===== config.mk =====
export PLATFORM = sky130hd
export DESIGN_NAME = pwm_reg_core
export DESIGN_NICKNAME = d
export VERILOG_FILES = /design/src/rtl/pwm_reg_core_pkg.sv /design/src/rtl/pwm_reg_core_edge_detector.sv /design/src/rtl/pwm_reg_core.sv
export SDC_FILE = /design/constraint.sdc
export NUM_CORES = 1
export LEC_CHECK = 0
export BUFFER_PORTS_ARGS = -buffer_cell sky130_fd_sc_hd__buf_2
export CAP_MARGIN = 30
export CORE_MARGIN = 2
export CORE_UTILIZATION = 30
export DETAILED_ROUTE_END_ITERATION = 6
export PLACE_DENSITY_LB_ADDON = 0.08
export SYNTH_ARGS = -nofsm -noshare
export SYNTH_HDL_FRONTEND = slang
export SYNTH_SLANG_ARGS = --single-unit

===== constraint.sdc =====
create_clock -name clk -period 4.9 [get_ports clk]
set_input_delay 1.225 -clock clk [delete_from_list [all_inputs] [get_ports clk]]
set_output_delay 1.225 -clock clk [all_outputs]
set_load 0.02 [all_outputs]

===== src/rtl/pwm_reg_core_pkg.sv =====
// Shared definitions for the PWM register core: register addresses,
// CTRL bit positions and the edge detector mode selector.
package pwm_reg_core_pkg;

    localparam logic [1:0] ADDR_CTRL     = 2'd0;
    localparam logic [1:0] ADDR_PRESCALE = 2'd1;
    localparam logic [1:0] ADDR_PERIOD   = 2'd2;
    localparam logic [1:0] ADDR_DUTY     = 2'd3;

    localparam int CTRL_EN  = 0;
    localparam int CTRL_INV = 1;
    localparam int CTRL_CLR = 2;

    typedef enum logic [1:0] {
        EDGE_RISE = 2'd0,
        EDGE_FALL = 2'd1,
        EDGE_BOTH = 2'd2
    } edge_mode_e;

endpackage


===== src/rtl/pwm_reg_core_edge_detector.sv =====
// Edge detector: single-clock pulse on the selected edge of sig_i.
// Ports:
//   clk, rst_n  clock and async active-low reset
//   sig_i       level input (already in the clk domain)
//   pulse_o     combinational pulse, high for the clk in which the edge is seen
module edge_detector
    import pwm_reg_core_pkg::*;
#(
    parameter edge_mode_e MODE = EDGE_RISE
) (
    input  logic clk,
    input  logic rst_n,
    input  logic sig_i,
    output logic pulse_o
);

    logic sig_q;

    always_ff @(posedge clk or negedge rst_n) begin
        if (!rst_n) begin
            sig_q <= 1'b0;
        end else begin
            sig_q <= sig_i;
        end
    end

    always_comb begin
        pulse_o = 1'b0;
        case (MODE)
            EDGE_RISE: pulse_o = sig_i & ~sig_q;
            EDGE_FALL: pulse_o = ~sig_i & sig_q;
            EDGE_BOTH: pulse_o = sig_i ^ sig_q;
            default:   pulse_o = 1'b0;
        endcase
    end

endmodule


===== src/rtl/pwm_reg_core.sv =====
// PWM register core: four-register bank written from the SPI slave port and a
// prescaled PWM generator. PERIOD/DUTY are staged and copied into the active
// set only on a period wrap (or while disabled / on clr), so pwm_o never glitches.
// Ports:
//   clk, rst_n  system clock, async active-low reset
//   addr_i      register address
//   data_wr_i   write data
//   wr_en_i     write enable level; one write per rising edge
//   data_rd_o   combinational read data for addr_i
//   pwm_o       registered PWM output
//   cycle_o     registered one-clk pulse on each period wrap
module pwm_reg_core
    import pwm_reg_core_pkg::*;
#(
    parameter logic [7:0] PERIOD_RST = 8'hFF,
    parameter logic [7:0] DUTY_RST   = 8'h00
) (
    input  logic       clk,
    input  logic       rst_n,
    input  logic [1:0] addr_i,
    input  logic [7:0] data_wr_i,
    input  logic       wr_en_i,
    output logic [7:0] data_rd_o,
    output logic       pwm_o,
    output logic       cycle_o
);

    logic       wr_pulse;
    logic       ctrl_en;
    logic       ctrl_inv;
    logic [7:0] prescale;
    logic [7:0] period_stg;
    logic [7:0] duty_stg;
    logic [7:0] period_act;
    logic [7:0] duty_act;
    logic [7:0] pre_cnt;
    logic [7:0] cnt;
    logic       tick;
    logic       wrap;
    logic       clr_hit;

    edge_detector #(.MODE(EDGE_RISE)) u_wr_edge (
        .clk     (clk),
        .rst_n   (rst_n),
        .sig_i   (wr_en_i),
        .pulse_o (wr_pulse)
    );

    always_comb begin
        tick    = ctrl_en && (pre_cnt == prescale);
        wrap    = tick && (cnt == period_act);
        clr_hit = wr_pulse && (addr_i == ADDR_CTRL) && data_wr_i[CTRL_CLR];
    end

    // Register file: staging registers and CTRL bits.
    always_ff @(posedge clk or negedge rst_n) begin
        if (!rst_n) begin
            ctrl_en    <= 1'b0;
            ctrl_inv   <= 1'b0;
            prescale   <= 8'h00;
            period_stg <= PERIOD_RST;
            duty_stg   <= DUTY_RST;
        end else if (wr_pulse) begin
            case (addr_i)
                ADDR_CTRL: begin
                    ctrl_en  <= data_wr_i[CTRL_EN];
                    ctrl_inv <= data_wr_i[CTRL_INV];
                end
                ADDR_PRESCALE: prescale   <= data_wr_i;
                ADDR_PERIOD:   period_stg <= data_wr_i;
                ADDR_DUTY:     duty_stg   <= data_wr_i;
                default: ;
            endcase
        end
    end

    // Prescaler, period counter and active-set reload. Staging is read before
    // this edge's write lands, so a write coinciding with a wrap applies one
    // period later. A shrunk PRESCALE lets pre_cnt run up through 8'hFF.
    always_ff @(posedge clk or negedge rst_n) begin
        if (!rst_n) begin
            pre_cnt    <= 8'h00;
            cnt        <= 8'h00;
            period_act <= PERIOD_RST;
            duty_act   <= DUTY_RST;
        end else if (clr_hit || !ctrl_en) begin
            pre_cnt    <= 8'h00;
            cnt        <= 8'h00;
            period_act <= period_stg;
            duty_act   <= duty_stg;
        end else if (tick) begin
            pre_cnt <= 8'h00;
            if (wrap) begin
                cnt        <= 8'h00;
                period_act <= period_stg;
                duty_act   <= duty_stg;
            end else begin
                cnt <= cnt + 8'd1;
            end
        end else begin
            pre_cnt <= pre_cnt + 8'd1;
        end
    end

    // Output stage: one clk behind the counter.
    always_ff @(posedge clk or negedge rst_n) begin
        if (!rst_n) begin
            pwm_o   <= 1'b0;
            cycle_o <= 1'b0;
        end else begin
            pwm_o   <= ctrl_en ? ((cnt < duty_act) ^ ctrl_inv) : ctrl_inv;
            cycle_o <= wrap;
        end
    end

    always_comb begin
        data_rd_o = 8'h00;
        case (addr_i)
            ADDR_CTRL:     data_rd_o = {pwm_o, 4'b0000, 1'b0, ctrl_inv, ctrl_en};
            ADDR_PRESCALE: data_rd_o = prescale;
            ADDR_PERIOD:   data_rd_o = period_stg;
            ADDR_DUTY:     data_rd_o = duty_stg;
            default:       data_rd_o = 8'h00;
        endcase
    end

endmodule


==> results of run 1 <==
[layout by cell type (no fill, tap or decap), types with 8 or more instances in the layout]
master,instances
dfrtp_1,45
mux2_2,35
inv_1,8
clkbuf_8,9
xor2_1,13
buf_2,22
nor2_1,8
a21oi_1,11
nand3_1,13
nand2_1,21
xnor2_1,9
mux2_4,10
dfstp_2,16
ha_1,9
[how the worst max path moves through the flow]
stage                         to
floorplan           data_rd_o[1]
global placement    data_rd_o[3]
detailed placement  data_rd_o[3]
CTS                 data_rd_o[3]
global route        data_rd_o[2]
finish              data_rd_o[3]
[report_power, final]
group | internal (mW) | switching, mW | total, mW
registers | 0.634 | 0.0991 | 0.733
clock network | 0.233 | 0.201 | 0.434
logic | 0.189 | 0.168 | 0.357
total | 1.06 | 0.468 | 1.52
[metrics by stage]
step                cell area, um^2  instances  hold slack [ns]
CTS                            3598        427           0.5138
floorplan                      3157        258           0.4794
finish                         3598        427           0.5090
detailed placement             3415        411           0.4993
global placement               3407        410           0.4929
global route                   3598        427           0.5367
[layer usage]
metal / wire, um / global-route usage
met4: 51 / 0.04731
met2: 3380 / 0.2066
met5: 0 / 0
met3: 169 / 0.02979
met1: 3919 / 0.2115
[layout make-up]
type / count / area, um^2
clock buffer: 11 / 131.4
multi-input combinational: 182 / 1543
timing repair buffer: 24 / 125.1
clock inverter: 5 / 52.55
inverter: 8 / 30.03
sequential: 61 / 1546
fill: 1053 / 6679
tap: 136 / 170.2
[state kept, by name, indices dropped and copies added (netlist names)]
name             cells
cnt                  8
duty_act             8
duty_stg             8
period_act           8
period_stg           8
pre_cnt              8
prescale             8
ctrl_en              1
ctrl_inv             1
cycle_o              1
pwm_o                1
u_wr_edge.sig_q      1
[kinds of logic (layout without fill, tap and decap cells)]
kind of cell             after synthesis  count (layout)  share of synthesized area
flip-flops                            61              61                     0.4899
XOR/XNOR                              22              22                    0.06104
buffers and inverters                 15              48                    0.02338
AND/OR/NAND/NOR                       74              74                     0.1348
multiplexers                          48              48                     0.1938
AO/OA/AOI/OAI                         29              29                    0.06144
adder cells (fa/ha/maj)                9               9                    0.03567
==> metrics.md, run 1 <==
| Metric | Value |
|---|---|
| WP depth | 4 |
| GR Overflow Total | 0 |
| Post-CTS Hold Fix Bufs | 0 |
| Drt first pass iters | 4 |
| Tmin final | 3.547 ns |
| Cell Chain, Critical Path | buf_2 -> nor2b_1 -> a22o_1 -> buf_2 |
| Pwr Total | 1.523 mW |
| Crit end category | primary output |
| Post-synthesis sequential area ratio | 0.4899 |
| Ys flop type | dfrtp_1 |
| CP peak stage delay | 0.42 ns |
| CP required | 3.67 ns |
| DRC Markers | 0 |
| CP max FO | 13 |
| Static Leakage | 1.555 nW |
| Clock Latency Late Sink | 0.33 ns |
| Ys async rst share | 1.000 |
| First-pass GRT wire length | 12080 um |
| PortBufs | 22 |
| Core ar. | 0.01028 mm^2 |
| Syn nets | 280 |
| Top cells by count, synth | dfrtp_1 (45), mux2_2 (35), nand2_1 (21) |
| CTS clk-pin slew, worst paths | 0.07 ns |
| Worst hold endpoint | duty_act[5]$_DFFE_PN0P_ |
| Die Width | 106.6 um |
| Die ar. | 0.01136 mm^2 |
| CP Launch Type | input pin |
| Clock Sinks | 61 |
| Pin count of the biggest net entering global routing | 39 |
| # H-tree levels | 3 |
| Hold path start | duty_act[5]$_DFFE_PN0P_ |
| WHS Path Cells | 1 |
| Origin of the worst setup path | addr_i[1] |
| TritonCTS buffer count | 9 |
| Total vias in the final route | 2039 |
| CTS root buf | clkbuf_8 |
| Vias in the first global route | 2078 |
| Count of cell types in the netlist | 42 |
| Launching point of the worst reg2reg path | period_act[5]$_DFFE_PN1P_ |
| Avg Inst Size Synth | 12.24 um^2 |
| Synth top area share | 0.3567 |
| Tot GR Track Use | 0.1427 |
| Reg2Reg Depth | 5 |
| Fin Setup TNS | 0 ns |
| Final setup violation count | 0 |
| Final Cycle Share | 0.7238 |
| Post-CTS setup buffer count | 0 |
| Worst setup margin | 1.353 ns |
| Endpoints failing hold | 0 |
| Hpwl dp | 5474 um |
| Diodes inserted | 0 |
| Routability Congestion | 0.6839 |
| DRT iter0 DRCs | 51 |
| Max Cap Viol | 0 |
| # rows | 37 |
| Fin nets | 308 |
| Warnings, synthesis | 0 |
| Cells after synthesis | 258 |
| Largest cells by area after synthesis | dfrtp_1 (36%), dfstp_2 (13%), mux2_2 (12%) |
| VDD IR max | 0.1218 mV |
| Mapped Area | 0.003157 mm^2 |
| Worst min-delay path category | reg -> reg |
| RSZ-0062 raised after global routing | no |
| Count of pins over their slew limit | 0 |
| Layout cells sized above 1 | 0.3849 |
| Post-DRT Antenna Nets | 0 |
| Clock Skew | 0.01130 ns |
| Routed WL | 7520 um |
| #FFs+latches synth | 61 |
| Starting density of the core | 0.3072 |
| Top delay family on crit path | buffers and inverters |
| Post-layout util | 0.3501 |
| DR vias/cell | 4.775 |
| FF-to-FF setup slack | 2.80 ns |
| P per Cell Area | 423.3 mW/mm^2 |
| Io pins | 23 |
| Status | complete, no violations |
| Place WS | 1.329 ns |
| Area grow syn2layout | 13.99% |
| Crit path buffers/inverters | 2 |
| Crit-path most repeated cell | buf_2 |
| Area leader, netlist | dfrtp_1 |
| Number of flops mapped to enable cells by yosys | 0 |
| Capturing point of the worst reg2reg path | duty_act[0]$_DFFE_PN0P_ |
| Peak Freq | 282.0 MHz |
| Crit-path slowest cell | nor2b_1 |
| Slew Limit Headroom | 0.5343 |
| Crit path DAT | 2.32 ns |
| Post_cts resized | 0 |
| Worst-margin pin slew | 0.6969 ns |
| CTS tree | yes |
| Initial antenna violation count | 0 |
| DR WL/cell | 17.61 um |
| DIE HEIGHT | 106.6 um |
| Most numerous cell in the Yosys netlist | dfrtp_1 |
| Crit Path Class | in -> out |
| CTS Buffer Depth | 2 |
(Power assumes the default switching activity.)
==> run 2: changes to the inputs <==
clock period = 3.2 ns   (was 4.9 ns; I/O delays follow)
==> run 2 against run 1 <==
Effect of this change: worst setup slack got worse by 0.83 ns; critical path depth stayed put; combinational power increased by 56%; wire length decreased by 1.1%; clock skew up 0.00090 ns; sequential share of layout area shrank 0.50 points; via count about the same; final cell count up 0.70%.
==> metrics.md, run 2 (same netlist as run 1, synthesis figures left out) <==
| Metric | Value |
|---|---|
| Status | complete, no violations |
| P per Cell Area | 656.9 mW/mm^2 |
| Fin Setup TNS | 0 ns |
| Placement-stage cell area | 0.003437 mm^2 |
| Worst min-delay path category | reg -> reg |
| DRC Markers | 0 |
| Clock Sinks | 61 |
| Worst setup margin | 0.5282 ns |
| Top delay family on crit path | buffers and inverters |
| M1 GR Usage | 0.2120 |
| DIE HEIGHT | 106.6 um |
| Clock Skew | 0.01220 ns |
| Final Cycle Share | 0.8349 |
| GR Overflow Total | 0 |
| Post-DRT Antenna Nets | 0 |
| Post_cts resized | 0 |
| Layout cells sized above 1 | 0.3912 |
| Crit Path Class | in -> out |
| PortBufs | 22 |
| Cell Count Post-Placement | 414 |
| Met2 usage in global routing | 0.2097 |
| Clock Latency Late Sink | 0.33 ns |
| Routability Congestion | 0.6898 |
| DRT iter0 DRCs | 74 |
| CTS root buf | clkbuf_8 |
| RSZ-0062 raised after global routing | no |
| Vias in the first global route | 2125 |
| Io pins | 23 |
| # rows | 37 |
| Crit path DAT | 1.87 ns |
| Most frequent cells in the layout | dfrtp_1 (45), mux2_2 (35), buf_2 (22) |
| # H-tree levels | 3 |
| Final Non-Filler Cells | 430 |
| Tmin final | 2.672 ns |
| CP Launch Type | input pin |
| Diodes inserted | 0 |
| Pin count of the biggest net entering global routing | 33 |
| Core ar. | 0.01028 mm^2 |
| Starting density of the core | 0.3072 |
| TritonCTS buffer count | 9 |
| Place WS | 0.4924 ns |
| Die ar. | 0.01136 mm^2 |
| Design area | 0.003641 mm^2 |
| Post-CTS setup buffer count | 0 |
| CP peak stage delay | 0.40 ns |
| CTS tree | yes |
| Worst-margin pin slew | 0.7564 ns |
| Routed WL | 7435 um |
| Initial antenna violation count | 0 |
| CP required | 2.40 ns |
| Static Leakage | 1.573 nW |
| Total vias in the final route | 2038 |
| Hpwl dp | 5471 um |
| CP max FO | 13 |
| Post-CTS Hold Fix Bufs | 0 |
| Die Width | 106.6 um |
| Peak Freq | 374.3 MHz |
| VDD IR max | 0.2303 mV |
| Count of pins over their slew limit | 0 |
| GRT busiest layer | met1 |
| Tot GR Track Use | 0.1446 |
| Final setup violation count | 0 |
| CTS clk-pin slew, worst paths | 0.07 ns |
| Crit end category | primary output |
| FF-to-FF setup slack | 1.12 ns |
| Cell Chain, Critical Path | buf_2 -> nor2b_1 -> a22o_1 -> buf_2 |
| CTS Buffer Depth | 2 |
| Area grow syn2layout | 15.34% |
| DR vias/cell | 4.740 |
| Slew Limit Headroom | 0.4957 |
| First-pass GRT wire length | 12230 um |
| Crit-path most repeated cell | buf_2 |
| Endpoints failing hold | 0 |
| Grt met3 use | 0.02249 |
| Max Cap Viol | 0 |
| Crit path buffers/inverters | 2 |
| DR WL/cell | 17.29 um |
| Post-layout util | 0.3543 |
| Crit-path slowest cell | nor2b_1 |
| Fin nets | 311 |
| Drt first pass iters | 5 |
| Commonest non-fill, non-tap cell in the layout | dfrtp_1 |
-- run 2: path summary, 6_finish.rpt --
path	from	to	cells after the start
worst max register to register	cnt[6]$_DFFE_PN0P_	duty_act[7]$_DFFE_PN0P_	6
worst min-delay path	duty_act[0]$_DFFE_PN0P_	duty_act[0]$_DFFE_PN0P_	1
max in group asynchronous	rst_n	period_stg[4]$_DFFE_PN1P_	2
worst max-delay path	addr_i[1]	data_rd_o[2]	4
worst min register to register	duty_act[0]$_DFFE_PN0P_	duty_act[0]$_DFFE_PN0P_	1
min in group asynchronous	rst_n	duty_act[3]$_DFFE_PN0P_	1
-- run 2: cell type report --
cell class                 count  area, um^2
clock buffer                  13       158.9
clock inverter                 3       45.04
fill                        1056        6636
inverter                       8       30.03
multi-input combinational    182        1543
sequential                    61        1546
tap                          136       170.2
timing repair buffer          27       147.6
-- run 2: routing by layer --
metal	up-vias	part of all wire
met5	-	0
met4	0	0.013
met3	6	0.027
met2	30	0.46
met1	1007	0.50
li1	995	-
-- run 2: worst reg2reg max path, cell delays in order, from the launching register on --
cell and delay (ns):
dfrtp_1 0.46, xor2_1 0.20, nor4_2 0.51, and2_4 0.25, a21oi_4 0.05, buf_4 0.19
mux2_4 0.30
-- run 2: metrics by stage --
stage	total power [mW]	hold WS (ns)
6_report	2.392	0.5093
5_1_grt	2.544	0.5334
4_1_cts	2.431	0.5132
3_5_place_dp	1.700	0.4979
2_1_floorplan	1.513	0.4794
3_3_place_gp	1.698	0.4894
-- run 2: where the power goes --
group | leakage [nW] | switching, mW | internal [mW]
Combinational | 0.736 | 0.261 | 0.296
Sequential | 0.740 | 0.152 | 0.971
Clock | 0.0959 | 0.308 | 0.403
==> run 3: changes to the inputs <==
clock period = 2.2 ns   (was 3.2 ns; I/O delays follow)
==> run 3 against run 2 <==
Effect of this change: die area did not move; worst hold slack got worse by 0.30 ns; combinational power rose by 51%; global-route usage rose by 0.53 points; wire length rose by 3.6%; flip-flop and latch count did not move.
==> metrics.md, run 3 (same netlist as run 1, synthesis figures left out) <==
| Metric | Value |
|---|---|
| Worst-margin pin slew | 0.3907 ns |
| Cell Count Post-Placement | 430 |
| PortBufs | 22 |
| Tmin final | 2.111 ns |
| Vias in the first global route | 2240 |
| Clock Sinks | 61 |
| Fillers | 1054 |
| CTS Buffer Depth | 2 |
| Drt first pass iters | 4 |
| # H-tree levels | 3 |
| DR WL/cell | 17.28 um |
| P per Cell Area | 895.6 mW/mm^2 |
| CTS root buf | clkbuf_8 |
| Crit end category | primary output |
| Crit path DAT | 1.56 ns |
| CP required | 1.65 ns |
| Post-CTS setup buffer count | 0 |
| Fin Setup TNS | 0 ns |
| Tot GR Track Use | 0.1499 |
| Final Cycle Share | 0.9597 |
| DRT iter0 DRCs | 79 |
| Routed WL | 7705 um |
| DRC Markers | 0 |
| Final Non-Filler Cells | 446 |
| Starting density of the core | 0.3072 |
| Post_cts resized | 0 |
| Static Leakage | 1.646 nW |
| Clock Skew | 0.01290 ns |
| CP Launch Type | input pin |
| Area grow syn2layout | 18.55% |
| Layout cells sized above 1 | 0.4097 |
| Clock Latency Late Sink | 0.34 ns |
| Status | complete, no violations |
| FF/Latch Area | 0.001546 mm^2 |
| DIE HEIGHT | 106.6 um |
| Fin nets | 327 |
| Core ar. | 0.01028 mm^2 |
| Count of pins over their slew limit | 0 |
| Post-CTS Hold Fix Bufs | 0 |
| Commonest non-fill, non-tap cell in the layout | dfrtp_1 |
| Max Cap Viol | 0 |
| Total vias in the final route | 2132 |
| GR Overflow Total | 0 |
| Endpoints failing hold | 0 |
| Initial antenna violation count | 0 |
| # rows | 37 |
| Most frequent cells in the layout | dfrtp_1 (45), mux2_2 (35), buf_2 (22) |
| Hpwl dp | 5627 um |
| Routability Congestion | 0.7054 |
| CTS tree | yes |
| Final setup violation count | 0 |
| Peak Freq | 473.7 MHz |
| Slew Limit Headroom | 0.7396 |
| DR vias/cell | 4.780 |
| VDD IR max | 0.3418 mV |
| Diodes inserted | 0 |
| Pin count of the biggest net entering global routing | 62 |
| Area of the multi-input gates | 0.001543 mm^2 |
| CTS clk-pin slew, worst paths | 0.07 ns |
| Crit Path Class | in -> out |
| First-pass GRT wire length | 12540 um |
| CP max FO | 13 |
| TritonCTS buffer count | 9 |
| Die ar. | 0.01136 mm^2 |
| Die Width | 106.6 um |
| Io pins | 23 |
| Worst min-delay path category | in -> async |
| RSZ-0062 raised after global routing | no |
| Post-DRT Antenna Nets | 0 |
[run 3: worst paths after layout]
| path | startpoint | end | slack, ns | depth (start not counted) |
|---|---|---|---|---|
| setup / recovery | addr_i[1] | data_rd_o[1] | 0.09 | 3 |
| hold reg to reg | duty_act[1]$_DFFE_PN0P_ | duty_act[1]$_DFFE_PN0P_ | 0.51 | 1 |
| setup reg to reg | period_act[7]$_DFFE_PN1P_ | duty_act[3]$_DFFE_PN0P_ | 0.28 | 7 |
| max in group asynchronous | rst_n | period_stg[5]$_DFFE_PN1P_ | 1.64 | 2 |
| min in group clk | wr_en_i | u_wr_edge.sig_q$_DFF_PN0_ | 0.38 | 1 |
| hold / removal | rst_n | duty_act[3]$_DFFE_PN0P_ | 0.21 | 2 |
[run 3: worst max-delay path, stage by stage]
cell and delay [ns]:
buf_2 0.29, mux4_2 0.54, buf_2 0.17
[run 3: report_power, final]
part	internal, mW	leakage (nW)	total (mW)	switching [mW]
clock network	0.444	0.0790	0.869	0.425
registers	1.41	0.740	1.64	0.228
logic	0.460	0.827	0.842	0.383
[run 3: metal layers]
| metal | wire length [um] | vias to the layer above | global-route usage |
|---|---|---|---|
| li1 | - | 1028 | - |
| met5 | 0 | - | 0 |
| met2 | 3500 | 41 | 0.2152 |
| met3 | 189 | 13 | 0.03100 |
| met4 | 189 | 0 | 0.07328 |
| met1 | 3825 | 1050 | 0.2140 |
[run 3: final cells by class]
class | count | share of cell area
Inverter | 8 | 0.008024
Sequential cell | 61 | 0.4132
Tap cell | 136 | 0.04547
Timing Repair Buffer | 43 | 0.07823
Multi-Input combinational cell | 182 | 0.4122
Clock buffer | 16 | 0.04280
[run 3: through the flow]
step / setup WS (ns) / utilization / hold WS [ns] / total power [mW] / area [um^2]
5_1_grt: 0.02953 / 0.3641 / 0.2302 / 3.570 / 3742
2_1_floorplan: 0.1411 / - / 0.2544 / 2.200 / 3157
3_5_place_dp: 0.07481 / 0.3486 / 0.4943 / 2.513 / 3582
4_1_cts: 0.07411 / 0.3641 / 0.2156 / 3.409 / 3742
3_3_place_gp: 0.09523 / 0.3486 / 0.4898 / 2.501 / 3582
6_report: 0.08876 / 0.3641 / 0.2089 / 3.352 / 3742
